===== config.mk =====
export PLATFORM = sky130hd
export DESIGN_NAME = result_demux8_flat
export DESIGN_NICKNAME = d
export VERILOG_FILES = /design/src/rtl/result_demux8_if.sv /design/src/rtl/result_demux8.sv /design/src/flat_wrapper.sv
export SDC_FILE = /design/constraint.sdc
export NUM_CORES = 1
export LEC_CHECK = 0
export ABC_AREA = 0
export BUFFER_PORTS_ARGS = -buffer_cell sky130_fd_sc_hd__buf_2
export CAP_MARGIN = 20
export CORE_UTILIZATION = 46
export DETAILED_ROUTE_END_ITERATION = 8
export GPL_TIMING_DRIVEN = 0
export PLACE_DENSITY = 0.86
export SLEW_MARGIN = 0
export SYNTH_ARGS = -nofsm -noshare
export SYNTH_HDL_FRONTEND = slang
export SYNTH_SLANG_ARGS = --single-unit

===== constraint.sdc =====
create_clock -name clk -period 7.9 [get_ports clk]
set_input_delay 0.395 -clock clk [delete_from_list [all_inputs] [get_ports clk]]
set_output_delay 0.395 -clock clk [all_outputs]
set_load 0.1 [all_outputs]

===== src/rtl/result_demux8_if.sv =====
// Result-bus handshake bundle between the ALU result producer and result_demux8.
// The master drives words in and takes lanes out; the slave is the demux itself.
interface result_demux8_if #(
    parameter int unsigned WIDTH   = 32,
    parameter int unsigned COUNT_W = 16
);
    localparam int unsigned LANES = 8;

    logic                     in_valid;
    logic                     in_ready;
    logic [2:0]               in_ctl;
    logic [WIDTH-1:0]         in_data;
    logic [LANES-1:0]         out_valid;
    logic [LANES-1:0]         out_ready;
    logic [LANES*WIDTH-1:0]   out_data;
    logic [COUNT_W-1:0]       accept_count;

    modport master (
        output in_valid, in_ctl, in_data, out_ready,
        input  in_ready, out_valid, out_data, accept_count
    );

    modport slave (
        input  in_valid, in_ctl, in_data, out_ready,
        output in_ready, out_valid, out_data, accept_count
    );
endinterface


===== src/rtl/result_demux8.sv =====
// 1:8 result demultiplexer: each lane has a one-entry holding register with its
// own valid/ready handshake, so a stalled consumer only blocks its own lane.
module result_demux8 #(
    parameter int unsigned WIDTH   = 32,
    parameter int unsigned COUNT_W = 16
) (
    input  logic              clk,
    input  logic              reset,
    result_demux8_if.slave    bus
);
    localparam int unsigned LANES = 8;

    logic [LANES-1:0]   valid_q, valid_d;
    logic [WIDTH-1:0]   data_q [LANES];
    logic [WIDTH-1:0]   data_d [LANES];
    logic [COUNT_W-1:0] count_q, count_d;

    logic               in_ready_c;
    logic               accept_c;
    logic [LANES-1:0]   load_oh_c;
    logic [LANES-1:0]   drain_c;

    // A lane can take a word if empty or if its current word leaves this cycle.
    always_comb begin
        in_ready_c = ~valid_q[bus.in_ctl] | bus.out_ready[bus.in_ctl];
        accept_c   = bus.in_valid & in_ready_c;
        load_oh_c  = accept_c ? (LANES'(1) << bus.in_ctl) : '0;
        drain_c    = valid_q & bus.out_ready;
    end

    // Next state: refill wins over drain on the same lane; data is kept on drain.
    always_comb begin
        valid_d = (valid_q & ~drain_c) | load_oh_c;
        count_d = accept_c ? count_q + COUNT_W'(1) : count_q;
        for (int k = 0; k < LANES; k++) begin
            data_d[k] = load_oh_c[k] ? bus.in_data : data_q[k];
        end
    end

    always_ff @(posedge clk or posedge reset) begin
        if (reset) begin
            valid_q <= '0;
            count_q <= '0;
            for (int k = 0; k < LANES; k++) begin
                data_q[k] <= '0;
            end
        end else begin
            valid_q <= valid_d;
            count_q <= count_d;
            for (int k = 0; k < LANES; k++) begin
                data_q[k] <= data_d[k];
            end
        end
    end

    assign bus.in_ready     = in_ready_c;
    assign bus.out_valid    = valid_q;
    assign bus.accept_count = count_q;

    for (genvar g = 0; g < LANES; g++) begin : g_lane
        assign bus.out_data[g*WIDTH +: WIDTH] = data_q[g];
    end
endmodule


===== src/flat_wrapper.sv =====
// flat-port wrapper written by rule: the top's interface ports become plain ports
module result_demux8_flat 
#(
    parameter int unsigned WIDTH   = 32,
    parameter int unsigned COUNT_W = 16
)
  (clk, reset, bus_in_valid, bus_in_ctl, bus_in_data, bus_out_ready, bus_in_ready, bus_out_valid, bus_out_data, bus_accept_count);
  result_demux8_if #(.WIDTH(WIDTH), .COUNT_W(COUNT_W)) bus_i ();
  input  logic clk;
  input  logic reset;
  input wire logic [$bits(bus_i.in_valid)-1:0] bus_in_valid;
  input wire logic [$bits(bus_i.in_ctl)-1:0] bus_in_ctl;
  input wire logic [$bits(bus_i.in_data)-1:0] bus_in_data;
  input wire logic [$bits(bus_i.out_ready)-1:0] bus_out_ready;
  output wire logic [$bits(bus_i.in_ready)-1:0] bus_in_ready;
  output wire logic [$bits(bus_i.out_valid)-1:0] bus_out_valid;
  output wire logic [$bits(bus_i.out_data)-1:0] bus_out_data;
  output wire logic [$bits(bus_i.accept_count)-1:0] bus_accept_count;
  assign bus_i.in_valid = bus_in_valid;
  assign bus_i.in_ctl = bus_in_ctl;
  assign bus_i.in_data = bus_in_data;
  assign bus_i.out_ready = bus_out_ready;
  assign bus_in_ready = bus_i.in_ready;
  assign bus_out_valid = bus_i.out_valid;
  assign bus_out_data = bus_i.out_data;
  assign bus_accept_count = bus_i.accept_count;
  result_demux8 #(.WIDTH(WIDTH), .COUNT_W(COUNT_W)) u_core (.clk(clk), .reset(reset), .bus(bus_i));
endmodule

Word-level counts from Yosys, hierarchy flattened
Cells that the tools add are included.

Output and inout bits: 281. Flip-flop bits (word level): 280. Word-level logic and storage cells: 25.

Shift operators: 1. $add $sub $neg: 1. Bitwise logic cells: 7. Mux-type cells: 5. Magnitude comparators: 1.

Operator list (number): $add 16x1->16 const B (1); $and 8x8->8 (2); $mux 8 (1); $not 8->8 (1); $or 8x8->8 (1); $shl 1x3->8 const A (1); $bmux 1 s3 (2); $lt 3x4->1 const B (1); $mux 1 (2); $and 1x1->1 (1); $not 1->1 (1); $or 1x1->1 (1).

Depth between registers and ports, before layout
Gate-level depths: netlist (run 1).

Word-level depth: 7. Gate-level depth with buffers: 8. Mapped depth without buffers: 6.

Worst setup path before layout (run 1)
OpenSTA, ideal clock, no wires.

Kind: flip-flop to flip-flop. Start point: register u_core.valid_q[7], in the netlist u_core.bus.out_valid[7]. End point: register u_core.count_q[15], in the netlist u_core.bus.accept_count[15]. Data required time: 7742 ps. Buffers on the path: 2. Arrival: 2643 ps. Setup slack: 5099 ps. Cell stages (with the launch flop): 8. Cells stage by stage: dfrtp_1 mux4_2 inv_1 a2bb2oi_2 buf_6 buf_2 nand4_1 xnor2_1.

Longest elaborated chain between the ends: 5.

Ends and longest elaborated chain: start: declaration (line result_demux8.sv:13) `logic [LANES-1:0] valid_q, valid_d;`; start signal: assignment (line result_demux8.sv:48) `valid_q <= valid_d;`; $bmux 1 s3 (line result_demux8.sv:25) `in_ready_c = ~valid_q[bus.in_ctl] | bus.out_ready[bus.in_ctl];`; $mux 1 (not written as such) (line result_demux8.sv:25); $not 1->1 (line result_demux8.sv:25); $or 1x1->1 (line result_demux8.sv:25); net bus_in_ready (line flat_wrapper.sv:15) `output wire logic [$bits(bus_i.in_ready)-1:0] bus_in_ready;`; $and 1x1->1 (line result_demux8.sv:26) `accept_c = bus.in_valid & in_ready_c;`; end signal: assignment (line result_demux8.sv:49) `count_q <= count_d;`; end: declaration (line result_demux8.sv:16) `logic [COUNT_W-1:0] count_q, count_d;`.

The timed path passes the listed nets, and every way through them passes these cells. The select of a mux whose other input is x is not followed. A chain may end at the register's enable or synchronous reset.

Final worst setup path (run 1)
Start point: register u_core.valid_q[7], in the netlist u_core.bus.out_valid[7]. End point: output port bus_in_ready.

Longest elaborated chain between the ends: 4.

Ends and longest elaborated chain (line): $bmux 1 s3 (result_demux8.sv:25); $mux 1 (not written as such) (result_demux8.sv:25); $not 1->1 (result_demux8.sv:25); $or 1x1->1 (result_demux8.sv:25); end: declaration (flat_wrapper.sv:15).

No other way between the ends. The select of a mux whose other input is x is not followed.

==> results.yml, run 1 <==
sta:
  report.final.hold_viol_count: 0
  timing.clock.skew_ns: 0.01966
  grt_setup_unrepaired: "no"
  max-slew-margin-rel_pct: 65.28
  fmax_mhz: 321.0
  final_setup_violation_count: 0
  drv_slew: 0
  final_total_negative_setup_slack_ns: 0
  final.min_clock_period_ns: 3.115
  finalCritPeriodShare_pct: 39.43
  worst-slew-pin-transition_ns: 0.5245
  final.setup.worst_slack_ns: 4.785
final_layout:
  layout.cells.most_common_list: "342 x buf_2, 280 x dfrtp_1, 217 x mux2_2, 40 x mux2_1, 29 x clkbuf_16"
  final_layout_size_suffix_gt1_share_pct: 60.56
  layout.cells.most_common: "buf_2"
  fin_nets: 1066
  synthToLayoutAreaGrowth_pct: 29.08
critical_path:
  worst_setup_path_start_kind: "flop"
  timing.setup.critical_path_class: "reg -> out"
  worstPathMaxFanout: 10
  worst_ep_arrival_time_ns: 2.72
  worst-endpoint-required_ns: 7.51
  crit_path_end_kind: "output pin"
placement:
  place.gp.congestion: 0.8062
  port_buffers: 325
  detailedPlace.worstSlack_ns: 5.103
  place_hpwl_mm: 19.79
global_routing:
  grt_overflow_total: 0
  grt_util_all_layers_pct: 23.50
  antenna_found_initial: 4
  gr-usage-met1_pct: 28.67
  grt_first_pass_wirelength_mm: 43.21
  grt-busiest-layer: "met2"
  first_global_vias: 7515
  grt_util_met3_pct: 5.968
  use_met2_pct: 39.91
  pin_count_of_the_biggest_net_entering_global_routing: 44
synthesis:
  synth.top_cells.by_area: "dfrtp_1 65%, mux2_2 23%, mux2_1 4.2%"
  syn-num-nets: 702
  synth_cell_type_count: 26
  ys_seq_area_share_pct: 65.46
  yosysTopAreaCellShare_pct: 65.46
  synth-seq-cells: 280
  cell_area_synth_um2: 10700
  synthesis.yosys.warnings: 0
  synth_top_area_cell: "dfrtp_1"
  post_synth_inst_count: 655
  post_synth.cell_area_avg_um2: 16.34
clock_tree:
  clk_lat_worst_skew_ns: 0.54
  clock_sink_count: 280
  cts-root-to-sink-buffers: 3
  ctsHtreeMaxLevel: 1
  numCtsBuffers: 29
  tritoncts: "yes"
  clock_tree.root_cell: "clkbuf_16"
  clk_pin_slew_worst_paths_ns: 0.06
floorplanning:
  die_width_um: 154.5
  initial_core_util_pct: 47.13
  ios: 327
  die_area_um2: 23880
  die_height_um: 154.5
  floorplan.core_area_um2: 22710
  number_of_placement_rows: 55
routing:
  remaining_drc_errors: 0
  dr.first_iter.drc_count: 268
  dr_total_vias: 6926
  post_detailed_route_count_of_antenna_violating_nets: 0
  routedWlPerCell_um: 20.80
  first_pass_iters: 4
  vias_per_cell: 5.211
  wirelength_mm: 27.64
min_path:
  min_path_type: "in -> reg"
flow_run:
  max_cap_violations: 0
status:
  run_status: "complete, no violations"
-- synth_stat cells --
cell type / n
dfrtp_1: 280
mux2_2: 217
mux2_1: 40
buf_2: 17
xnor2_1: 15
nand3_1: 14
inv_1: 10
buf_4: 9
o21ai_0: 8
and3_1: 7
nand4_1: 6
mux2i_1: 4
and2_1: 3
and4_1: 3
nand2_1: 3
nand3_4: 3
nor2_1: 3
nor2b_1: 3
buf_1: 2
mux4_2: 2
a22o_1: 1
a22oi_1: 1
a2bb2oi_2: 1
buf_6: 1
clkbuf_1: 1
ha_1: 1
-- area by class of cell --
cell class                 count  area (µm²)
timing repair buffer         333        1777
fill                        1719        8892
sequential                   280        7007
inverter                      10       41.29
multi-input combinational    335        3485
clock inverter                11       112.6
buffer                        30       175.2
tap                          285       356.6
antenna                        2       5.005
clock buffer                  43       858.3
-- final timing paths --
path / startpoint / endpoint / slack (ns) / cells past startpoint
setup / recovery: u_core.bus.out_valid[7] / bus_in_ready / 4.79 / 6
hold / removal: bus_out_ready[1] / u_core.bus.out_valid[1] / 0.04 / 2
setup reg to reg: u_core.bus.out_valid[7] / u_core.bus.out_data[208] / 5.47 / 6
hold reg to reg: u_core.bus.accept_count[15] / u_core.bus.accept_count[15] / 0.46 / 1
max in group asynchronous: reset / u_core.bus.out_data[21] / 6.16 / 7
min in group asynchronous: reset / u_core.bus.out_data[225] / 0.43 / 3
-- stage by stage --
step	util [%]	hold WS [ns]	instances	cell area, µm²
floorplan	-	0.4914	655	10710
global placement	55.88	0.4567	1265	12690
detailed placement	56.50	0.4431	1272	12830
CTS	60.82	0.01622	1327	13810
global route	60.84	0.05311	1329	13820
finish	60.84	0.03789	1329	13820
-- critical path, cell delays in order, from the launching register on --
cell and delay (ns):
dfrtp_1 0.40, mux4_2 0.48, inv_1 0.08, a2bb2oi_2 0.28, buf_6 0.23, buf_2 0.24, buf_2 0.46
-- state kept, by name (all words and copies together), names as in the netlist --
name / count
u_core.bus.out_valid: 8
u_core.bus.accept_count: 16
u_core.bus.out_data: 256
-- metal layers --
| metal | up-vias | routed length (µm) |
|---|---|---|
| li1 | 3071 | - |
| met1 | 3521 | 10880 |
| met2 | 269 | 13810 |
| met3 | 65 | 1896 |
| met4 | 0 | 1056 |
| met5 | - | 0 |
-- kinds of logic (layout without fill, tap and decap cells) --
logic type | after synthesis | after routing | synth area share, %
flops | 280 | 280 | 65.46
mux | 263 | 263 | 27.83
simple gates | 45 | 45 | 2.712
buf+inv | 40 | 427 | 1.987
xor+xnor | 15 | 15 | 1.227
compound gates | 11 | 11 | 0.6663
fa+ha+maj | 1 | 1 | 0.1169
other cells | 0 | 2 | 0
-- what timing repair did --
action | in CTS | in global routing
gates resized for setup | 0 | 0
setup endpoints to repair | 0 | 0
buffers inserted | 0 | 0
hold buffers | 1 | 0
hold endpoints to repair | 19 | 0
Power of run 1 is not shown: default switching activity piles up to over one toggle a cycle in this logic, so the estimate is an artifact.
==> run 2: changes to the inputs <==
Clock period 7.9 ns to 2.5 ns, I/O delays scaled along.
==> run 2 against run 1 <==
  * Critical path depth unchanged
  * Non-clock buffer count is 41 higher
  * Cell count up 2.8%
  * Clock skew shrank 0.0091 ns
  * Clock-buffer cell count shrank 6
  * Via count rose by 2.5%
  * Sequential cell count unchanged
  * Worst setup slack lost 4.6 ns
  * Design area increased by 3.7%
  * Largest cell class unchanged
==> results.yml, run 2 (synthesized netlist as in run 1, its figures left out) <==
status:
  run_status: "complete, no violations"
sta:
  timing.clock.skew_ns: 0.01053
  report.final.hold_viol_count: 0
  fmax_mhz: 426.7
  drv_slew: 0
  hold-worst-slack_ns: 0.1105
  finalCritPeriodShare_pct: 93.75
  final.min_clock_period_ns: 2.344
  worst-slew-pin-transition_ns: 0.5439
  grt_setup_unrepaired: "no"
  final_setup_violation_count: 0
  max-slew-margin-rel_pct: 63.67
routing:
  vias_per_cell: 5.198
  post_detailed_route_count_of_antenna_violating_nets: 0
  wirelength_mm: 28.90
  routedWlPerCell_um: 21.16
  dr_total_vias: 7100
  remaining_drc_errors: 0
  first_pass_iters: 4
  dr.first_iter.drc_count: 325
clock_tree:
  clock_sink_count: 280
  clk_pin_slew_worst_paths_ns: 0.06
  clk_lat_worst_skew_ns: 0.53
  numCtsBuffers: 29
  tritoncts: "yes"
  clock_tree.root_cell: "clkbuf_16"
  ctsHtreeMaxLevel: 1
  cts-root-to-sink-buffers: 3
global_routing:
  gr-usage-met1_pct: 29.17
  grt_util_met3_pct: 5.492
  grt-busiest-layer: "met2"
  pin_count_of_the_biggest_net_entering_global_routing: 45
  antenna_found_initial: 0
  grt_overflow_total: 0
  first_global_vias: 7734
  grt_util_all_layers_pct: 24.22
  use_met2_pct: 42.32
  grt_first_pass_wirelength_mm: 44.45
floorplanning:
  floorplan.core_area_um2: 22710
  die_height_um: 154.5
  number_of_placement_rows: 55
  die_area_um2: 23880
  ios: 327
  die_width_um: 154.5
  initial_core_util_pct: 47.13
critical_path:
  critical_path.slowest_cell: "mux4_2"
  cp_num_buf_inv: 2
  crit_path_end_kind: "flop"
  number_of_stages_on_the_worst_setup_path: 6
  ff2ff_setup_slack_ns: 0.16
  largest_delay_contributor_family_on_the_critical_path: "multiplexers"
  worst-endpoint-required_ns: 2.91
  path_cells: "mux4_2 > inv_1 > a2bb2oi_4 > nand3_1 > buf_2 > mux2_2"
  worst_ep_arrival_time_ns: 2.76
  rr_worst_depth: 6
  worst_setup_path_start_kind: "flop"
  timing.setup.critical_path_class: "reg -> reg"
  slowest_delay_ns: 0.47
  worstPathMaxFanout: 10
final_layout:
  n_antenna_cell: 0
  final_layout_size_suffix_gt1_share_pct: 58.56
  synthToLayoutAreaGrowth_pct: 33.91
  layoutNonFillerInstCount: 1366
  largest_register_ff_count: 256
  layout.cells.most_common: "buf_2"
  layout.cells.most_common_list: "340 x buf_2, 280 x dfrtp_1, 217 x mux2_2, 42 x dlygate4sd3_1, 40 x mux2_1"
  layout.core_utilization_pct: 63.12
  design_area_um2: 14330
  fin_nets: 1107
  fill_cells: 1652
placement:
  place.gp.congestion: 0.7889
  detailed_place.area_um2: 12860
  place_hpwl_mm: 19.72
  placedCellCount: 1273
  port_buffers: 325
min_path:
  min_path_type: "in -> reg"
  hold-path-cell-count: 4
flow_run:
  max_cap_violations: 0
run 2: through the flow:
step	worst slack, ns	TNS (ns)
2_1_floorplan	-1.332	-374.50
3_3_place_gp	-2.797	-773.42
3_5_place_dp	0.1347	0
4_1_cts	0.006065	0
5_1_grt	0.03853	0
6_report	0.1562	0
run 2: worst reg2reg max path, stage by stage, from the launching register on:
cell,delay (ns)
dfrtp_1,0.40
mux4_2,0.47
inv_1,0.11
a2bb2oi_4,0.23
nand3_1,0.32
buf_2,0.37
mux2_2,0.34
run 2: path summary, 6_finish.rpt:
path	from	end
max in group asynchronous	reset	u_core.bus.out_data[113]
min in group asynchronous	reset	u_core.bus.out_valid[3]
worst max register to register	u_core.bus.out_valid[7]	u_core.bus.out_data[32]
worst min register to register	u_core.bus.accept_count[15]	u_core.bus.accept_count[15]
worst min-delay path	bus_in_ctl[2]	u_core.bus.out_data[100]
worst max-delay path	u_core.bus.out_valid[7]	u_core.bus.out_data[32]
run 2: repair_timing:
action	4_1_cts	5_1_grt
endpoints found under the hold margin	322	0
resized for setup	4	3
cloned	0	0
buffers inserted	0	0
hold buffers	42	0
setup endpoints to repair	1	1
run 2: per-layer routing:
metal  wire length (µm)  share of wire, %  vias up
met2              14700                51      273
met3               1835               6.3       72
li1                   -                 -     3135
met4               1021               3.5        0
met1              11340                39     3620
met5                  0                 0        -
run 2: layout make-up:
class / count / area [µm²] / area share (%)
sequential: 280 / 7007 / 48.88
multi-input combinational: 335 / 3496 / 24.39
timing repair buffer: 375 / 2230 / 15.56
clock buffer: 37 / 815.8 / 5.691
tap: 285 / 356.6 / 2.488
clock inverter: 15 / 209.0 / 1.458
buffer: 29 / 178.9 / 1.248
inverter: 10 / 41.29 / 0.2881
Power of run 2 is left out for the same reason.
==> run 3: changes to the inputs <==
Settings changed: CELL_PAD_IN_SITES_DETAIL_PLACEMENT set to 0, CELL_PAD_IN_SITES_GLOBAL_PLACEMENT set to 2, CORE_UTILIZATION 46 to 32, PLACE_DENSITY 0.86 to 0.87.
Clock period 2.5 ns to 1.9 ns, I/O delays scaled along.
==> run 3 against run 2 <==
  * Cell count grew 15%
  * Die area grew 43%
  * Highest routed layer unchanged
  * Fmax grew 1.9%
  * Hold slack gained 0.068 ns
  * Critical path depth grew 2
  * Largest cell class unchanged
  * Clock-buffer cell count grew 2
  * Via count grew 1.4%
  * The run now ends with negative setup slack left
  * Non-clock buffer count grew 39
  * Core utilization shrank 15 points
  * Global-route usage shrank 6.4 points
  * Routed wire length grew 8.9%
  * Sequential share of layout area shrank 4.3 points
==> results.yml, run 3 (synthesized netlist as in run 1, its figures left out) <==
critical_path:
  rr_worst_depth: 8
  worst-endpoint-required_ns: 2.34
  cp_num_buf_inv: 4
  worst_ep_arrival_time_ns: 2.74
  worst_path_most_repeated_cell: "buf_12"
  ff2ff_setup_slack_ns: -0.40
  r2r_end: "u_core.bus.out_data[161]"
  timing.setup.critical_path_class: "reg -> reg"
  crit_path_end_kind: "flop"
  path_cells: "mux4_2 > inv_2 > a2bb2oi_4 > buf_12 > buf_12 > nand3_4 > clkbuf_16 > mux2_4"
  worst_setup_path_start_kind: "flop"
  slowest_delay_ns: 0.50
  number_of_stages_on_the_worst_setup_path: 8
  largest_delay_contributor_family_on_the_critical_path: "multiplexers"
  critical_path.slowest_cell: "mux4_2"
  setup.worst_path.end: "u_core.bus.out_data[161]"
  critPathLaunch: "u_core.bus.out_valid[7]"
  worstPathMaxFanout: 7
  r2r-start: "u_core.bus.out_valid[7]"
sta:
  final.min_clock_period_ns: 2.301
  report.final.hold_viol_count: 0
  timing.clock.skew_ns: 0.007815
  max-slew-margin-rel_pct: 40.52
  final_setup_violation_count: 280
  finalCritPeriodShare_pct: 121.1
  grt_setup_unrepaired: "yes"
  worst-slew-pin-transition_ns: 0.8903
  drv_slew: 0
  final.setup.worst_slack_ns: -0.4008
  fmax_mhz: 434.6
routing:
  vias_per_cell: 4.596
  remaining_drc_errors: 0
  dr.first_iter.drc_count: 242
  dr_wl_met3_mm: 2.088
  dr_total_vias: 7197
  wl_met1_mm: 13.39
  highest_metal_layer_used_by_the_detailed_router: "met4"
  wirelength_mm: 31.46
  dr_wl_met2_mm: 15.39
  first_pass_iters: 4
  post_detailed_route_count_of_antenna_violating_nets: 0
  routedWlPerCell_um: 20.09
global_routing:
  first_global_vias: 7441
  antenna_found_initial: 0
  grt_first_pass_wirelength_mm: 46.09
  grt_overflow_total: 0
  pin_count_of_the_biggest_net_entering_global_routing: 41
  grt_util_all_layers_pct: 17.83
final_layout:
  design_area_um2: 15720
  largest_register_ff_count: 256
  layout.core_utilization_pct: 48.06
  fin_nets: 1147
  layout.cells.most_common: "buf_2"
  synthToLayoutAreaGrowth_pct: 46.83
  n_antenna_cell: 0
  final_layout_size_suffix_gt1_share_pct: 64.41
  layout.cells.most_common_list: "325 x buf_2, 280 x dfrtp_1, 217 x mux2_2, 42 x dlygate4sd3_1, 36 x clkbuf_16"
floorplanning:
  floorplan.core_area_um2: 32700
  die_height_um: 184.9
  ios: 327
  die_area_um2: 34190
  die_width_um: 184.9
  initial_core_util_pct: 32.73
  number_of_placement_rows: 66
placement:
  place.gp.congestion: 0.7437
  detailed_place.area_um2: 13030
  place_hpwl_mm: 20.69
  detailedPlace.worstSlack_ns: -0.5802
  port_buffers: 325
clock_tree:
  clk_lat_worst_skew_ns: 0.55
  clock_tree.root_cell: "clkbuf_16"
  clk_pin_slew_worst_paths_ns: 0.06
  numCtsBuffers: 30
  tritoncts: "yes"
  cts-root-to-sink-buffers: 3
  clock_sink_count: 280
  ctsHtreeMaxLevel: 1
min_path:
  min_path_type: "in -> reg"
  min-delay-start: "bus_in_ctl[2]"
status:
  violations_in_the_final_reports: "negative setup slack"
  run_status: "finished, violations left"
flow_run:
  max_cap_violations: 0
==> run 3: changes by cell type in the layout (fill, tap and decap cells not counted), sizes merged <==
cell / previous run / this run
buf: 361 / 395
clkbuf: 38 / 45
bufinv: 5 / 6
clkinvlp: 3 / 4
==> run 3: final cells by class <==
cell class / count / area (µm²)
Fill cell: 2910 / 16990
Inverter: 10 / 41.29
Timing Repair Buffer: 413 / 2763
Clock buffer: 39 / 875.8
Multi-Input combinational cell: 335 / 3735
Sequential cell: 280 / 7007
Clock inverter: 17 / 250.2
Buffer: 30 / 491.7
Tap cell: 442 / 553.0
==> run 3: timing repair <==
item / in CTS / in global routing
gates cloned: 4 / 5
hold buffers: 42 / 0
hold endpoints to repair: 303 / 0
endpoints found under the setup margin: 275 / 279
pin swaps: 0 / 6
gates resized for setup: 74 / 84
setup buffers: 17 / 15
==> run 3: worst min-delay path by stage <==
| stage | endpoint | slack [ns] | cells past startpoint |
|---|---|---|---|
| global placement | u_core.bus.out_valid[0] | 0.29 | 2 |
| global route | u_core.bus.out_data[61] | 0.19 | 4 |
| finish | u_core.bus.out_data[60] | 0.18 | 4 |
| detailed placement | u_core.bus.out_data[32] | 0.30 | 2 |
| CTS | u_core.bus.out_data[102] | 0.05 | 4 |
| floorplan | u_core.bus.out_valid[0] | 0.19 | 1 |
==> run 3: worst reg2reg max path: cells and delay by family, from the launching register on <==
kind / cells / cell delay [ns]
compound gates: 1 / 0.20
simple gates: 1 / 0.18
mux: 2 / 0.80
buf+inv: 4 / 0.60
flops: 1 / 0.41
==> run 3: metal layers <==
| metal | vias to the layer above | track usage (%) |
|---|---|---|
| li1 | 3228 | - |
| met1 | 3700 | 22.75 |
| met2 | 229 | 29.95 |
| met3 | 40 | 4.817 |
| met4 | 0 | 4.298 |
| met5 | - | 0 |
==> run 3: stage by stage <==
stage          cells  hold WS, ns  TNS [ns]
2_1_floorplan    655       0.1914   -682.56
3_3_place_gp    1422       0.2921  -1093.55
3_5_place_dp    1429       0.2956   -115.56
4_1_cts         1548      0.04753    -74.31
5_1_grt         1566       0.1892   -105.89
6_report        1566       0.1782    -91.76
Power of run 3 is left out for the same reason.
